<file path="src/rtl/pc_branch_unit.sv">
// Program counter with condition-code jumps, conditional call, hardware
// return-address stack and a halt latch for the SAP-2 datapath.
module pc_branch_unit #(
    parameter int ADDR_WIDTH  = 8,
    parameter int STACK_DEPTH = 4
) (
    input  logic                             clk,
    input  logic                             reset,
    input  logic                             pc_enable_i,
    input  logic                             load_i,
    input  logic                             call_i,
    input  logic                             ret_i,
    input  logic                             halt_i,
    input  logic [2:0]                       cond_i,
    input  logic [ADDR_WIDTH-1:0]            target_i,
    input  logic                             flag_zero_i,
    input  logic                             flag_carry_i,
    input  logic                             flag_negative_i,
    output logic [ADDR_WIDTH-1:0]            counter_out,
    output logic                             taken_o,
    output logic [$clog2(STACK_DEPTH+1)-1:0] depth_o,
    output logic                             stack_overflow_o,
    output logic                             stack_underflow_o,
    output logic                             halted_o
);

    localparam int DW = $clog2(STACK_DEPTH + 1);
    localparam int IW = (STACK_DEPTH > 1) ? $clog2(STACK_DEPTH) : 1;

    logic [ADDR_WIDTH-1:0] stack_mem [STACK_DEPTH];
    logic                  cond_true;
    logic                  stack_full;
    logic                  stack_empty;
    logic                  do_push;
    logic [IW-1:0]         push_idx;
    logic [IW-1:0]         top_idx;

    always_comb begin
        cond_true = 1'b0;
        case (cond_i)
            3'b000:  cond_true = 1'b1;
            3'b001:  cond_true = flag_zero_i;
            3'b010:  cond_true = !flag_zero_i;
            3'b011:  cond_true = flag_carry_i;
            3'b100:  cond_true = !flag_carry_i;
            3'b101:  cond_true = flag_negative_i;
            3'b110:  cond_true = !flag_negative_i;
            default: cond_true = 1'b0;
        endcase
    end

    assign stack_full  = (depth_o == DW'(STACK_DEPTH));
    assign stack_empty = (depth_o == '0);
    assign push_idx    = IW'(depth_o);
    assign top_idx     = IW'(depth_o - DW'(1));

    // A push only happens when every higher-priority action is absent.
    assign do_push = !reset && !halted_o && !halt_i && !ret_i
                     && call_i && cond_true && !stack_full;

    // Stack contents carry no reset; only depth_o decides what is valid.
    always_ff @(posedge clk) begin
        if (do_push) begin
            stack_mem[push_idx] <= counter_out;
        end
    end

    always_ff @(posedge clk) begin
        if (reset) begin
            counter_out       <= '0;
            depth_o           <= '0;
            taken_o           <= 1'b0;
            stack_overflow_o  <= 1'b0;
            stack_underflow_o <= 1'b0;
            halted_o          <= 1'b0;
        end else begin
            taken_o <= 1'b0;
            if (halted_o) begin
                counter_out <= counter_out;
            end else if (halt_i) begin
                halted_o <= 1'b1;
            end else if (ret_i) begin
                if (!stack_empty) begin
                    counter_out <= stack_mem[top_idx];
                    depth_o     <= depth_o - DW'(1);
                    taken_o     <= 1'b1;
                end else begin
                    stack_underflow_o <= 1'b1;
                end
            end else if (call_i && cond_true) begin
                if (!stack_full) begin
                    counter_out <= target_i;
                    depth_o     <= depth_o + DW'(1);
                    taken_o     <= 1'b1;
                end else begin
                    stack_overflow_o <= 1'b1;
                end
            end else if (load_i && cond_true) begin
                counter_out <= target_i;
                taken_o     <= 1'b1;
            end else if (pc_enable_i) begin
                counter_out <= counter_out + ADDR_WIDTH'(1);
            end
        end
    end

endmodule

</file>
<file path="config.mk">
export PLATFORM = sky130hd
export DESIGN_NAME = pc_branch_unit
export DESIGN_NICKNAME = d
export VERILOG_FILES = /design/src/rtl/pc_branch_unit.sv
export SDC_FILE = /design/constraint.sdc
export NUM_CORES = 1
export LEC_CHECK = 0
export BUFFER_PORTS_ARGS = -buffer_cell sky130_fd_sc_hd__clkbuf_2
export CORE_UTILIZATION = 51
export DETAILED_ROUTE_END_ITERATION = 7
export MAX_ROUTING_LAYER = met4
export PLACE_DENSITY = 0.72
export SYNTH_ARGS = -nofsm -noshare
export SYNTH_HDL_FRONTEND = slang
export SYNTH_SLANG_ARGS = --single-unit
export TNS_END_PERCENT = 20
</file>
<file path="constraint.sdc">
create_clock -name clk -period 4.1 [get_ports clk]
set_input_delay 0.41 -clock clk [delete_from_list [all_inputs] [get_ports clk]]
set_output_delay 0.41 -clock clk [all_outputs]
set_load 0.01 [all_outputs]
</file>
======== Word level (Yosys, flattened, before mapping) ========
Memory sizes are Yosys's and may differ from the RTL's.
Index checks and enable logic that the tools add are counted.
word-level totals
  RAM bits ................................ 32
  input port bits ......................... 21
  bits in registers ....................... 15
  logic and storage cells ................. 68
  memories kept ........................... 1
operators by class
  add/sub/neg operators ................... 3
  reductions and logical operators ........ 25
  muxes and demuxes ....................... 20
  bitwise gates (word level) .............. 3
  eq/ne operators ......................... 10
memories
  memory     words  width  rd ports  clocked after Yosys merged registers in  write ports  line  source
  stack_mem  4      8      1         0                                        1            30    logic [ADDR_WIDTH-1:0] stack_mem [STACK_DEPTH];
operators with widths
  cell                 number
  $mux 8               6
  $reduce_and 5->1     3
  $eq 3x3->1 const B   4
  $mux 3               4
  $mux 1               9
  $add 8x1->8 const B  1
  $logic_and 1x1->1    8
  $logic_not 1->1      8
  $pmux 1 s7           1
  $eq 3x2->1 const B   2
  $logic_not 3->1      2
  $ne 2x2->1 const B   2
  $reduce_and 4->1     1
  $reduce_bool 4->1    1
  $add 3x1->3 const B  1
  $eq 3x1->1 const B   1
  $ne 3x3->1 const B   1
  $not 1->1            3
  $reduce_or 3->1      1
  $sub 3x1->3 const B  1
  $reduce_bool 2->1    1

======== Logic depth before layout (Yosys ltp) ========
Gate-level depths: netlist of run 1.
  depth in word-level cells ............... 9
  mapped depth ............................ 9
  gate-level depth less buffers ........... 7

======== Least setup slack after synthesis of run 1 ========
OpenSTA, ideal clock, no wires.
  path type ............................... reg2reg
  start ................................... register depth_o[0]
  end ..................................... register depth_o[0]
  setup slack ............................. 2.005 ns
  clock period less this slack ............ 2.095 ns
  setup time .............................. 0.121 ns
  cell stages (with the launch flop) ...... 9
  arrival ................................. 1.974 ns
  required time ........................... 3.979 ns
  cells stage by stage .................... dfxtp_1 -> buf_2 -> inv_1 -> ha_1 -> and3b_1 -> nand2b_1 -> clkbuf_1 -> o21bai_1 -> mux2_2
on the way
  cells in the longest elaborated chain, start to end .. 4
  elaborated cells between the ends (all ways) .. 11
  those cells by class .................... add/sub: 2; eq/ne: 3; mux: 4; reduce/logical: 2
RTL lines
  element                 line  source
  start, declared         21    output logic [$clog2(STACK_DEPTH+1)-1:0] depth_o,
  start signal, assigned  85    depth_o <= depth_o - DW'(1);
  start signal, assigned  93    depth_o <= depth_o + DW'(1);
  $add 3x1->3             93
  $mux 3                  91    if (!stack_full) begin
  $mux 3                  90    end else if (call_i && cond_true) begin
  $mux 3                  82    end else if (ret_i) begin
Parallel ways exist; a longest one is shown, timed or not. The select of a mux whose other input is x is not followed.
A chain may end at the register's enable or synchronous reset.

======== Worst setup path after layout of run 1 ========
  start ................................... register depth_o[0]
  end ..................................... register counter_out[1]
on the way
  cells in the longest elaborated chain, start to end .. 4
  elaborated cells between the ends (all ways) .. 9
  those cells by class .................... add/sub: 1; eq/ne: 3; mux: 2; reduce/logical: 2; memory: 1
RTL lines
  element               line  source
  $sub 3x1->3           -
  $mem_v2 4x8           -
  $mux 8                83    if (!stack_empty) begin
  $mux 8                82
  end signal, assigned  79    counter_out <= counter_out;
  end signal, assigned  84    counter_out <= stack_mem[top_idx];
  end signal, assigned  92    counter_out <= target_i;
  end, declared         19    output logic [ADDR_WIDTH-1:0] counter_out,
Parallel ways exist; a longest one is shown, timed or not. The select of a mux whose other input is x is not followed.

==> results of run 1 <==
worst max-delay path: stages (launching register included):
cell and delay [ns]:
sky130_fd_sc_hd__dfxtp_1 0.81, sky130_fd_sc_hd__inv_1 0.22, sky130_fd_sc_hd__ha_1 0.34, sky130_fd_sc_hd__a21boi_1 0.57, sky130_fd_sc_hd__and3_1 0.47, sky130_fd_sc_hd__o221a_4 0.23
power groups by stage:
stage	logic, W	registers (W)	clock network, W
2_1_floorplan	0.000227	0.000597	0
4_1_cts	0.000308	0.000603	0.000347
3_3_place_gp	0.000301	0.000612	0
5_1_grt	0.000338	0.000610	0.000364
6_report	0.000309	0.000603	0.000339
3_5_place_dp	0.000306	0.000614	0
metal layers:
metal,track usage (%),up-vias
met2,32.7,56
met4,5.78,0
met3,3.66,6
li1,-,850
met1,33.1,873
met5,-,-
cell usage in the layout, fill, tap and decap left out, drive strengths merged, types with 3 or more instances in the layout:
cell type | Yosys | layout
clkbuf | 5 | 40
dfxtp | 15 | 15
a21oi | 4 | 4
a311oi | 7 | 7
and3 | 3 | 3
and2 | 4 | 4
nor2 | 15 | 15
xor2 | 4 | 4
edfxtp | 32 | 32
nand2b | 4 | 4
a31oi | 10 | 10
nor4b | 3 | 3
mux4 | 8 | 8
a221o | 6 | 6
nor2b | 3 | 3
o21ai | 3 | 3
nand2 | 17 | 17
nor3 | 4 | 4
inv | 5 | 6
ha | 6 | 6
nand3 | 3 | 3
final cells by class:
type | count | area share [%]
clock buffer | 5 | 2.51
clock inverter | 3 | 1.69
inverter | 5 | 0.685
multi-input combinational | 138 | 40.3
sequential | 47 | 46.0
tap | 52 | 2.38
timing repair buffer | 35 | 6.40
kinds of logic after synthesis:
group           share of synthesized area, %
compound gates                          16.7
xor+xnor                                2.15
fa+ha+maj                               3.07
buf+inv                                 3.28
flops                                   51.6
mux                                     8.24
simple gates                            14.9
registers in the layout, summed over array words and instances (netlist names):
| signal | cells |
|---|---|
| depth_o | 3 |
| halted_o | 1 |
| taken_o | 1 |
| stack_overflow_o | 1 |
| stack_mem | 32 |
| counter_out | 8 |
| stack_underflow_o | 1 |
worst max path at each step:
stage                      to  slack, ns        from
2_1_floorplan      depth_o[0]       2.01  depth_o[0]
3_3_place_gp   counter_out[2]       1.54  depth_o[0]
3_5_place_dp   counter_out[4]       1.45  depth_o[0]
4_1_cts        counter_out[1]       1.43  depth_o[0]
5_1_grt        counter_out[2]       1.20  depth_o[0]
6_report       counter_out[1]       1.40  depth_o[0]
through the flow:
step                      instance area (um^2)  hold slack, ns
after global routing                      2740           0.435
final                                     2740           0.398
after detailed placement                  2620           0.474
after global placement                    2620           0.460
after CTS                                 2740           0.397
after floorplan                           2440           0.502
==> results.md, run 1 <==
- The die covers 5070 um^2.
- The via count of the first global-routing pass was 1679.
- The number of maximum-capacitance violations is 0.
- The number of flops mapped to enable cells by yosys is 32.
- The final reports fail on design-rule violations.
- By area the synthesized netlist is led by sky130_fd_sc_hd__edfxtp_1 39%, sky130_fd_sc_hd__dfxtp_1 12%, sky130_fd_sc_hd__mux4_2 7.4%, sky130_fd_sc_hd__ha_1 3.1%, sky130_fd_sc_hd__nand2_1 2.6%.
- sky130_fd_sc_hd__edfxtp_1 takes more of the synthesized area than any other cell.
- The path type of the worst setup path is register to register.
- The part of the power in the clock network is 27.1%.
- The highest attainable clock frequency is 371 MHz.
- The type of element launching the critical path is a register.
- The total area of multi-input combinational cells is 1100 um^2.
- Headroom to the max-slew limit came out at 50.1%.
- The total routed wire length on the met1 layer is 2490 um.
- The tightest min-delay check is of the input port to register type.
- Along the worst path, the maximum fanout reaches 13.
- The detailed route wirelength on metal3 is 298 um.
- The number of cells traversed by the worst hold path is 3.
- Internal power comes to 0.000869 W.
- Of the total power, combinational logic draws 24.7%.
- The analysis attributes to net switching a power of 0.000383 W.
- The power per cell area is 457 nW/um^2.
- For the worst flop-to-flop path, the logic depth is 5.
- For this run, design rule violations remaining after detail routing come to 1.
- After routing, the total negative slack on setup checks comes to 0 ns.
- Across all layers, the routed design uses 1785 vias.
- For this configuration, the core starts out at a cell density of 54.6%.
- The I/O pin count is 36.
- In the final layout, the share of cells above drive strength 1 is 26.6%.
- The clock-pin slew of the registers on the worst-case setup and hold paths is 0.09 ns.
- For hold timing, the worst endpoint is halted_o.
- The average detailed-routed wire length per instance is 18.7 um.
- The number of non-filler instances in the completed layout is 285.
- The pre-CTS setup slack is 1.45 ns.
- The number of pins with negative max-slew slack in the final report is 0.
- After clock tree synthesis, the repair step resized 0 gates.
- Across every metal layer, demand over resource in global routing totals 22.5%.
- The endpoint identified for the worst register-to-register timing path is counter_out[1].
- The minimum clock period after layout is 2.70 ns.
- The flip-flop and latch count after synthesis is 47.
- The number of cells produced by synthesis is 203.
- The average vias per placed instance is 6.26.
- For the pin with the worst max-slew slack, the measured transition is 0.747 ns.
- The worst path meets setup with 1.40 ns of slack.
- For this run, the number of Yosys warnings is 0.
- The DRC marker count from the first detailed-route iteration is 145.
- The largest buffer count on any clock path is 2.
- Clock tree synthesis found a total of 47 sinks.
- The height of the die is 71.2 um.
- Port buffering added 35 buffers.
- The number of core rows is 24.
- The sum of met2 wire segment lengths after detailed routing is 2510 um.
- Before antenna repair, the detailed router went through 6 iterations.
- The launch point of the worst hold path is halt_i.
- Measured on the finished design, the core utilization comes to 61.2%.
- Summed over all layers, the global routing overflow is 0.
- Sequential elements use 51.6% of the synthesized area.
- TritonCTS built the clock tree.
- The final count of negative-setup-slack endpoints is 0.
- The post-synth net total is 230.
- The startpoint of the most critical register-to-register path is depth_o[0].
- The repair_antennas step left the layout with diodes totalling 0.
- At the worst endpoint, the arrival time is 2.94 ns.
- After detailed routing, no signal wire sits above met4.
- The maximum vdd ir drop is 344 uV.
- The period utilization is 65.8%.
- The sequential cell area is 1260 um^2.
- The wire length of the first global-routing pass is 8400 um.
- Clock tree synthesis inserted a total of 5 buffers.
- The hold violation count in the final report is 0.
- The layout filler cell count is 372.
- Relative to the synthesized area, the layout overhead comes to 12.0%.
- The detailed-route wire length is 5340 um.
- STA classifies the critical path endpoint as a register.
- The run finished, with violations left.
- The routability-driven placement congestion ratio is 0.860.
- The total instance count after detailed placement is 277.
- Setup slack on the worst reg-to-reg path comes out at 1.40 ns.
- By count the netlist is led by 32 x sky130_fd_sc_hd__edfxtp_1, 17 x sky130_fd_sc_hd__nand2_1, 15 x sky130_fd_sc_hd__dfxtp_1.
- Of the post-synthesis cell area, the dominant cell type holds 39.3%.
- Counting distinct cell types in the post-synthesis netlist gives 54.
- The design draws 0.00125 W.
- Setup repair after global routing left no endpoint under its margin.
- The number of antenna violations at the first check in global routing is 0.
- In this run the remaining antenna-violating nets after routing total 0.
- Once detailed placement completed, the half-perimeter wirelength came to 3820 um.
- The die outline width is 71.2 um.
- The proportion of power drawn by flip-flops and latches is 48.2%.
- The total area inside the core boundary comes to 4470 um^2.
- In this run switching power makes up 30.6% of total power.
- After synthesis, the mean cell area works out to 12.0 um^2.
- Summing every instance area after synthesis gives 2440 um^2.
- The clock skew is 0.00955 ns.
- After synthesis, the share of flip-flops with an asynchronous set or reset is 0%.
- The number of nets in the layout is 259.
- The clock root buffer master is sky130_fd_sc_hd__clkbuf_8.
- In the synthesized netlist the dominant register cell turns out to be sky130_fd_sc_hd__edfxtp_1.
- The number of levels the H-tree was split into is 2.
- For this design, the CTS-stage hold fixing added 0 buffers.
- STA puts the critical path data required time at 4.34 ns.
- The maximum number of pins on one net before global-route repair is 28.
- The leakage power summed over all cells is 0.987 nW.
- The number of post-CTS setup repair buffers is 0.
- The clock reaches the later pin of the worst-skew pair after 0.29 ns.
- The most common cell in the synthesized netlist is sky130_fd_sc_hd__edfxtp_1.
No activity file was read; power rests on OpenSTA's default activity.
==> inputs of run 2 (changes only) <==
Settings changed: ABC_AREA from default to 1, PLACE_DENSITY 0.72 to 0.76.
Clock period 4.1 ns to 2.4 ns, I/O delays scaled along.
==> results.md, run 2 <==
- The worst setup path is captured at a register.
- The maximum fanout encountered on the critical timing path is 8.
- The number of levels the H-tree was split into is 2.
- The largest buffer count on any clock path is 2.
- The top-area cell type share of the netlist area is 41.1%.
- After detailed routing, the number of remaining DRC violations is 0.
- After routing, the total negative slack on setup checks comes to 0 ns.
- The kind of cell adding the most delay to the critical path is simple AND/OR/NAND/NOR gates.
- The minimum clock period after layout is 2.11 ns.
- The number of antenna violations at the first check in global routing came to 0.
- The signal on the critical path passes through inv_1, ha_1, nand2_1, inv_1, nor2_1, nand3_1, nor2_1.
- The maximum number of pins on one net before global-route repair is 21.
- The total of cells resized after clock tree synthesis is 0.
- At the end of routability-driven placement, the weighted congestion stood at 0.834.
- Counting every net in the synthesized netlist gives 292.
- sky130_fd_sc_hd__nand2_1 is the most common cell in the netlist.
- The power per cell area is 686 nW/um^2.
- The number of maximum-capacitance violations is 0.
- The average vias per placed instance is 5.33.
- The initial utilization of the core area, before any placement, comes to 53.4%.
- The hold-fix buffer count after cts is 0.
- The number of flops mapped to enable cells by yosys is 32.
- The estimated wirelength of the detail-placed design is 3610 um.
- By count the netlist is led by 48 x sky130_fd_sc_hd__nand2_1, 42 x sky130_fd_sc_hd__nor2_1, 32 x sky130_fd_sc_hd__edfxtp_1.
- The transition time of the tightest slew-check pin is 0.655 ns.
- At the worst endpoint, the required time is 2.34 ns.
- The quantity of I/O buffers inserted on ports is 35.
- stack_mem holds more flip-flops than any other register.
- The worst register-to-register path has a setup slack of 0.29 ns.
- The tree built by TritonCTS fans out to 47 sinks.
- In this run the mean area of a mapped cell was 8.83 um^2.
- The area of the die is 4860 um^2.
- Global routing finished with a remaining overflow of 0.
- Compared with the post-synthesis result, the final layout area differs by 15.7%.
- The CTS tree is yes.
- The flow ran to the end, and the final reports show no timing, DRC or antenna violations.
- The number of nets in the layout is 330.
- The buffer and inverter count on the worst path is 2.
- The hold violation count in the final report was 0.
- The highest attainable clock frequency is 474 MHz.
- The slowest stage of the critical path is the sky130_fd_sc_hd__nor2_1 cell.
- The total routing resource utilization after global routing is 21.8%.
- The final critical path takes up 88.0% of the cycle.
- The via count of the first global-routing pass is 1734.
- The share of cells above drive strength 1 is 19.7%.
- The worst-case IR drop observed on VDD is 307 uV.
- Setup slack closes at 0.289 ns.
- The total area inside the core boundary comes to 4380 um^2.
- The share of flip-flops with an asynchronous set or reset is 0%.
- The number of different library cells in the post-synthesis netlist is 27.
- The number of cells produced by synthesis is 265.
- The largest single stage delay on the critical path is 0.55 ns.
- The register with the most flip-flops in the layout has 32 of them.
- The library cell used most frequently in the layout, excluding fill and tap cells, is sky130_fd_sc_hd__nand2_1.
- In this run the static leakage power is 1.18 nW.
- The height of the die is 69.7 um.
- Across the routed clock network, the largest skew measured is 0.0108 ns.
- The arrival time at the worst endpoint is 2.05 ns.
- The final count of negative-setup-slack endpoints is 0.
- The average detailed-routed wire length per instance is 13.7 um.
- The I/O pin count is 36.
- The detailed-route wire length is 4890 um.
- The number of post-CTS setup repair buffers is 0.
- The clock root buffer master is sky130_fd_sc_hd__clkbuf_8.
- The total standard cell area after synthesis is 2340 um^2.
- The worst slew margin relative to its limit is 56.2%.
- Setup repair after global routing left no endpoint under its margin.
- The clock insertion delay at the later pin of the skew report is 0.31 ns.
- The type of element launching the critical path is a register.
- Among all flip-flop cells after synthesis, the most frequent one is sky130_fd_sc_hd__edfxtp_1.
- Summing the sequential cell areas from Yosys gives 53.9% of the chip area.
- The clock-pin slew of the registers on the worst-case setup and hold paths is 0.09 ns.
- In the layout the commonest cells are 48 x sky130_fd_sc_hd__nand2_1, 42 x sky130_fd_sc_hd__nor2_1, 35 x sky130_fd_sc_hd__clkbuf_2.
- The pre-antenna-repair detailed-routing pass consisted of 4 iterations.
- Summed over all instances, the cell type with the most area after synthesis is sky130_fd_sc_hd__edfxtp_1.
- The number of antenna diodes in the final layout is 0.
- The largest registers in the layout are stack_mem (32), counter_out (8), depth_o (3).
- After synthesis the netlist holds a flip-flop and latch count of 47.
- The type of the worst min-delay path is input port to register.
- Yosys printed 0 warnings.
- The remaining antenna violation count is 0.
- The first global-routing pass estimated 8020 um of wire.
- Ranked by total cell area, the synthesized netlist is headed by sky130_fd_sc_hd__edfxtp_1 41%, sky130_fd_sc_hd__dfxtp_1 13%, sky130_fd_sc_hd__nand2_1 7.7%, sky130_fd_sc_hd__nor2_1 6.7%, sky130_fd_sc_hd__o21ai_0 5.6%.
- Row generation in the floorplan step produced 24 rows.
- The DRC marker count from the first detailed-route iteration is 170.
- The via count is 1897.
- The floorplan step set the die width to 69.7 um.
- Before CTS, the worst setup slack after placement is 0.282 ns.
- The number of buffers added by the clock tree synthesis step is 5.
- The number of pins with negative max-slew slack in the final report was 0.
- By startpoint and endpoint, the worst setup path is classified as register to register.
[run 2: routing by layer]
metal,track usage [%],vias up,part of all wire (%)
li1,-,959,-
met1,29.9,862,45
met2,34.1,70,48
met3,3.92,6,6.3
met4,4.89,0,1.1
met5,-,-,0
[run 2: final cells by class]
class | instances | area [um^2]
Clock buffer | 6 | 93.8
Timing Repair Buffer | 40 | 213
Tap cell | 52 | 65.1
Fill cell | 365 | 1680
Multi-Input combinational cell | 178 | 917
Sequential cell | 47 | 1260
Clock inverter | 2 | 41.3
Inverter | 31 | 116
[run 2: stage by stage]
stage	power [W]	util, %	cell area (um^2)	hold slack (ns)	cells
floorplan	0.00112	-	2340	0.366	265
global placement	0.00121	58.7	2570	0.460	348
CTS	0.00187	61.8	2710	0.149	356
finish	0.00186	61.8	2710	0.157	356
detailed placement	0.00121	58.7	2570	0.455	348
global route	0.00193	61.8	2710	0.167	356
[run 2: final timing paths]
kind	start	endpoint	cells after the start
setup / recovery	depth_o[1]	stack_mem[0][7]	7
hold reg to reg	stack_underflow_o	stack_underflow_o	2
setup reg to reg	depth_o[1]	stack_mem[0][7]	7
hold / removal	halt_i	halted_o	3
[run 2: where the power goes]
part | internal, W | leakage (nW) | switching (W)
Clock | 0.000381 | 0.0685 | 0.000280
Combinational | 0.000106 | 0.698 | 0.000177
Sequential | 0.000888 | 0.419 | 0.0000260
[run 2: kinds of logic (layout without fill, tap and decap cells)]
kind of cell    after synthesis  in the layout  share of synthesized area [%]
flops                        47             47                           53.9
compound gates               46             46                           11.3
xor+xnor                      8              8                           2.99
buf+inv                      40             79                           6.90
fa+ha+maj                     6              6                           3.21
simple gates                118            118                           21.7
[run 2: worst min-delay path, delay by kind of cell]
family	cells	cell delay, ns
buffers and inverters	1	0.08
AND/OR/NAND/NOR	2	0.11
==> inputs of run 3 (changes only) <==
Settings changed: ABC_AREA 1 to 0, PLACE_DENSITY 0.76 to 0.75.
==> results.md, run 3 (synthesized netlist as in run 1, its figures left out) <==
- The most frequent standard cell in the layout excluding fill and tap cells is sky130_fd_sc_hd__clkbuf_2.
- The type of the worst min-delay path is input port to register.
- Data arrives at the worst endpoint at 1.93 ns.
- The starting utilization of the core area is 54.6%.
- The number of maximum-capacitance violations is 0.
- For the worst-skew pair, the clock arrives at the later sink with an insertion delay of 0.31 ns.
- The critical path's largest stage delay is 0.45 ns.
- From bottom edge to top edge, the die measures 71.2 um.
- After detailed placement, the design holds a cell count of 287.
- The count of inserted antenna diode cells is 0.
- The maximum number of pins on one net before global-route repair is 21.
- The number of pins with negative max-slew slack in the final report is 0.
- The detailed router finished its first iteration with 157 violations.
- The critical path goes through inv_1, ha_1, nand2_1, and4b_1, and2_1.
- The die covers 5070 um^2.
- The wire-length estimate of the detail-placed layout is 3780 um.
- For this block, the routed nets add up to 5120 um of wire.
- The remaining antenna violation count is 0.
- In the layout the commonest cells are 35 x sky130_fd_sc_hd__clkbuf_2, 32 x sky130_fd_sc_hd__edfxtp_1, 17 x sky130_fd_sc_hd__nand2_1.
- In the final layout, the registers with the most flip-flops are stack_mem (32), counter_out (8), depth_o (3).
- The minimum clock period after layout is 1.96 ns.
- STA classifies the critical path endpoint as a register.
- During placement, the flow inserted port buffers numbering 35.
- After clock tree synthesis, the clock-pin slew on the worst setup and hold paths is 0.09 ns.
- The maximum vdd ir drop is 496 uV.
- The period utilization is 81.7%.
- The layout filler cell count is 357.
- The number of design rule violations left after detail routing is 0.
- The number of gates resized after CTS was 0.
- The largest buffer count on any clock path is 2.
- The worst setup path is launched from a register.
- The floorplan has 24 rows.
- In this run the count of I/O pins placed on the die edge is 36.
- The number of non-filler instances in the completed layout is 295.
- The placeable core region is 4470 um^2.
- The final total negative setup slack is 0 ns.
- The total number of clock tree sinks is 47.
- The average vias per placed instance is 6.17.
- The average detailed-routed wire length per instance is 17.4 um.
- The number of antenna violations at the first check in global routing is 0.
- The register with the most flip-flops is stack_mem.
- For the worst setup path, the data required time is 2.37 ns.
- The wire length of the first global-routing pass is 8510 um.
- The worst slew margin relative to its limit is 59.7%.
- The share of cells above drive strength 1 is 29.6%.
- The length of the first detailed-routing pass in iterations is 4.
- Detailed routing inserted a total of 1820 vias.
- The number of nets in the layout is 269.
- On the critical path, the stage with the largest delay is an instance of sky130_fd_sc_hd__dfxtp_1.
- The total routing resource utilization after global routing is 23.0%.
- The CTS tree is yes.
- The via count of the first global-routing pass was 1648.
- The number of setup buffers added after CTS is 0.
- The clock skew is 0.00842 ns.
- The number of levels the H-tree was split into is 2.
- Setup repair after global routing left no endpoint under its margin.
- The run finished with clean final reports.
- From synthesis to final layout, the design area changed by 16.1%.
- Static timing analysis puts the maximum clock frequency at 510 MHz.
- The number of hold buffers added after CTS was 0.
- The remaining global-route overflow is 0.
- The hold violation count in the final report is 0.
- The path type of the worst setup path is register to register.
- In this run, CTS created clock tree buffers numbering 5.
- The routability-driven placement congestion ratio is 0.780.
- Setup violations remaining at the end of the flow were counted as 0.
- The clock root buffer master is sky130_fd_sc_hd__clkbuf_8.
- The floorplan step set the die width to 71.2 um.
- The transition time of the tightest slew-check pin is 0.603 ns.
- The leakage power summed over all cells is 1.05 nW.
- Power spread over the standard cell area amounts to 804 nW/um^2.
- The maximum fanout encountered on the critical timing path is 8.
- The register with the most flip-flops in the layout has 32 of them.
run 3: changes by cell type in the layout (fill, tap and decap cells not counted), moves of 5 or more:
cell                       previous run  this run
sky130_fd_sc_hd__mux4_2               0         8
sky130_fd_sc_hd__a31oi_1              0        10
sky130_fd_sc_hd__a221o_1              0         6
sky130_fd_sc_hd__buf_4                5        10
sky130_fd_sc_hd__nor2_1              42        14
sky130_fd_sc_hd__nand2_1             48        17
sky130_fd_sc_hd__nand3_1             19         3
sky130_fd_sc_hd__o22ai_1              5         0
sky130_fd_sc_hd__o21ai_0             26         0
sky130_fd_sc_hd__a311oi_1             0         7
sky130_fd_sc_hd__inv_1               27         5
run 3: per-stage QoR:
step           utilization (%)  setup WS, ns  instance area (um^2)  total power [W]  hold slack, ns
2_1_floorplan                -         0.305                  2440          0.00141           0.395
3_3_place_gp              60.3         0.409                  2700          0.00159           0.451
3_5_place_dp              60.3         0.401                  2700          0.00159           0.465
4_1_cts                   63.5         0.429                  2840          0.00229           0.219
5_1_grt                   63.5         0.302                  2840          0.00239           0.272
6_report                  63.5         0.438                  2840          0.00228           0.229
run 3: cell type report:
| class | count | area, um^2 | share of cell area, % |
|---|---|---|---|
| multi-input cells | 138 | 1100 | 38.9 |
| clock buffers | 5 | 68.8 | 2.42 |
| flip-flops and latches | 47 | 1260 | 44.4 |
| clock inverters | 3 | 71.3 | 2.51 |
| repair buffers | 45 | 250 | 8.81 |
| inverters | 5 | 18.8 | 0.661 |
| well taps | 52 | 65.1 | 2.29 |
run 3: worst paths after layout:
path	cells after the start	to	slack, ns	startpoint
worst max register to register	5	stack_mem[0][3]	0.44	depth_o[1]
worst min register to register	2	stack_overflow_o	0.49	stack_overflow_o
worst min-delay path	3	halted_o	0.23	halt_i
worst max-delay path	5	stack_mem[0][3]	0.44	depth_o[1]
run 3: worst max-delay path, delay by kind of cell (launching register included):
kind	cells	cell delay, ns
simple gates	3	0.77
flops	1	0.45
fa+ha+maj	1	0.26
buf+inv	1	0.13
run 3: layer usage:
layer | wire length (um) | vias to the layer above | GRT usage (%)
met5 | 0 | - | -
li1 | - | 875 | -
met3 | 221 | 12 | 3.52
met2 | 2200 | 60 | 31.2
met1 | 2580 | 873 | 34.2
met4 | 121 | 0 | 10.4
run 3: power breakdown:
group	internal, W	switching (W)	leakage (nW)
sequential	0.000928	0.0000674	0.418
clock	0.000423	0.000286	0.0703
combinational	0.000271	0.000306	0.566
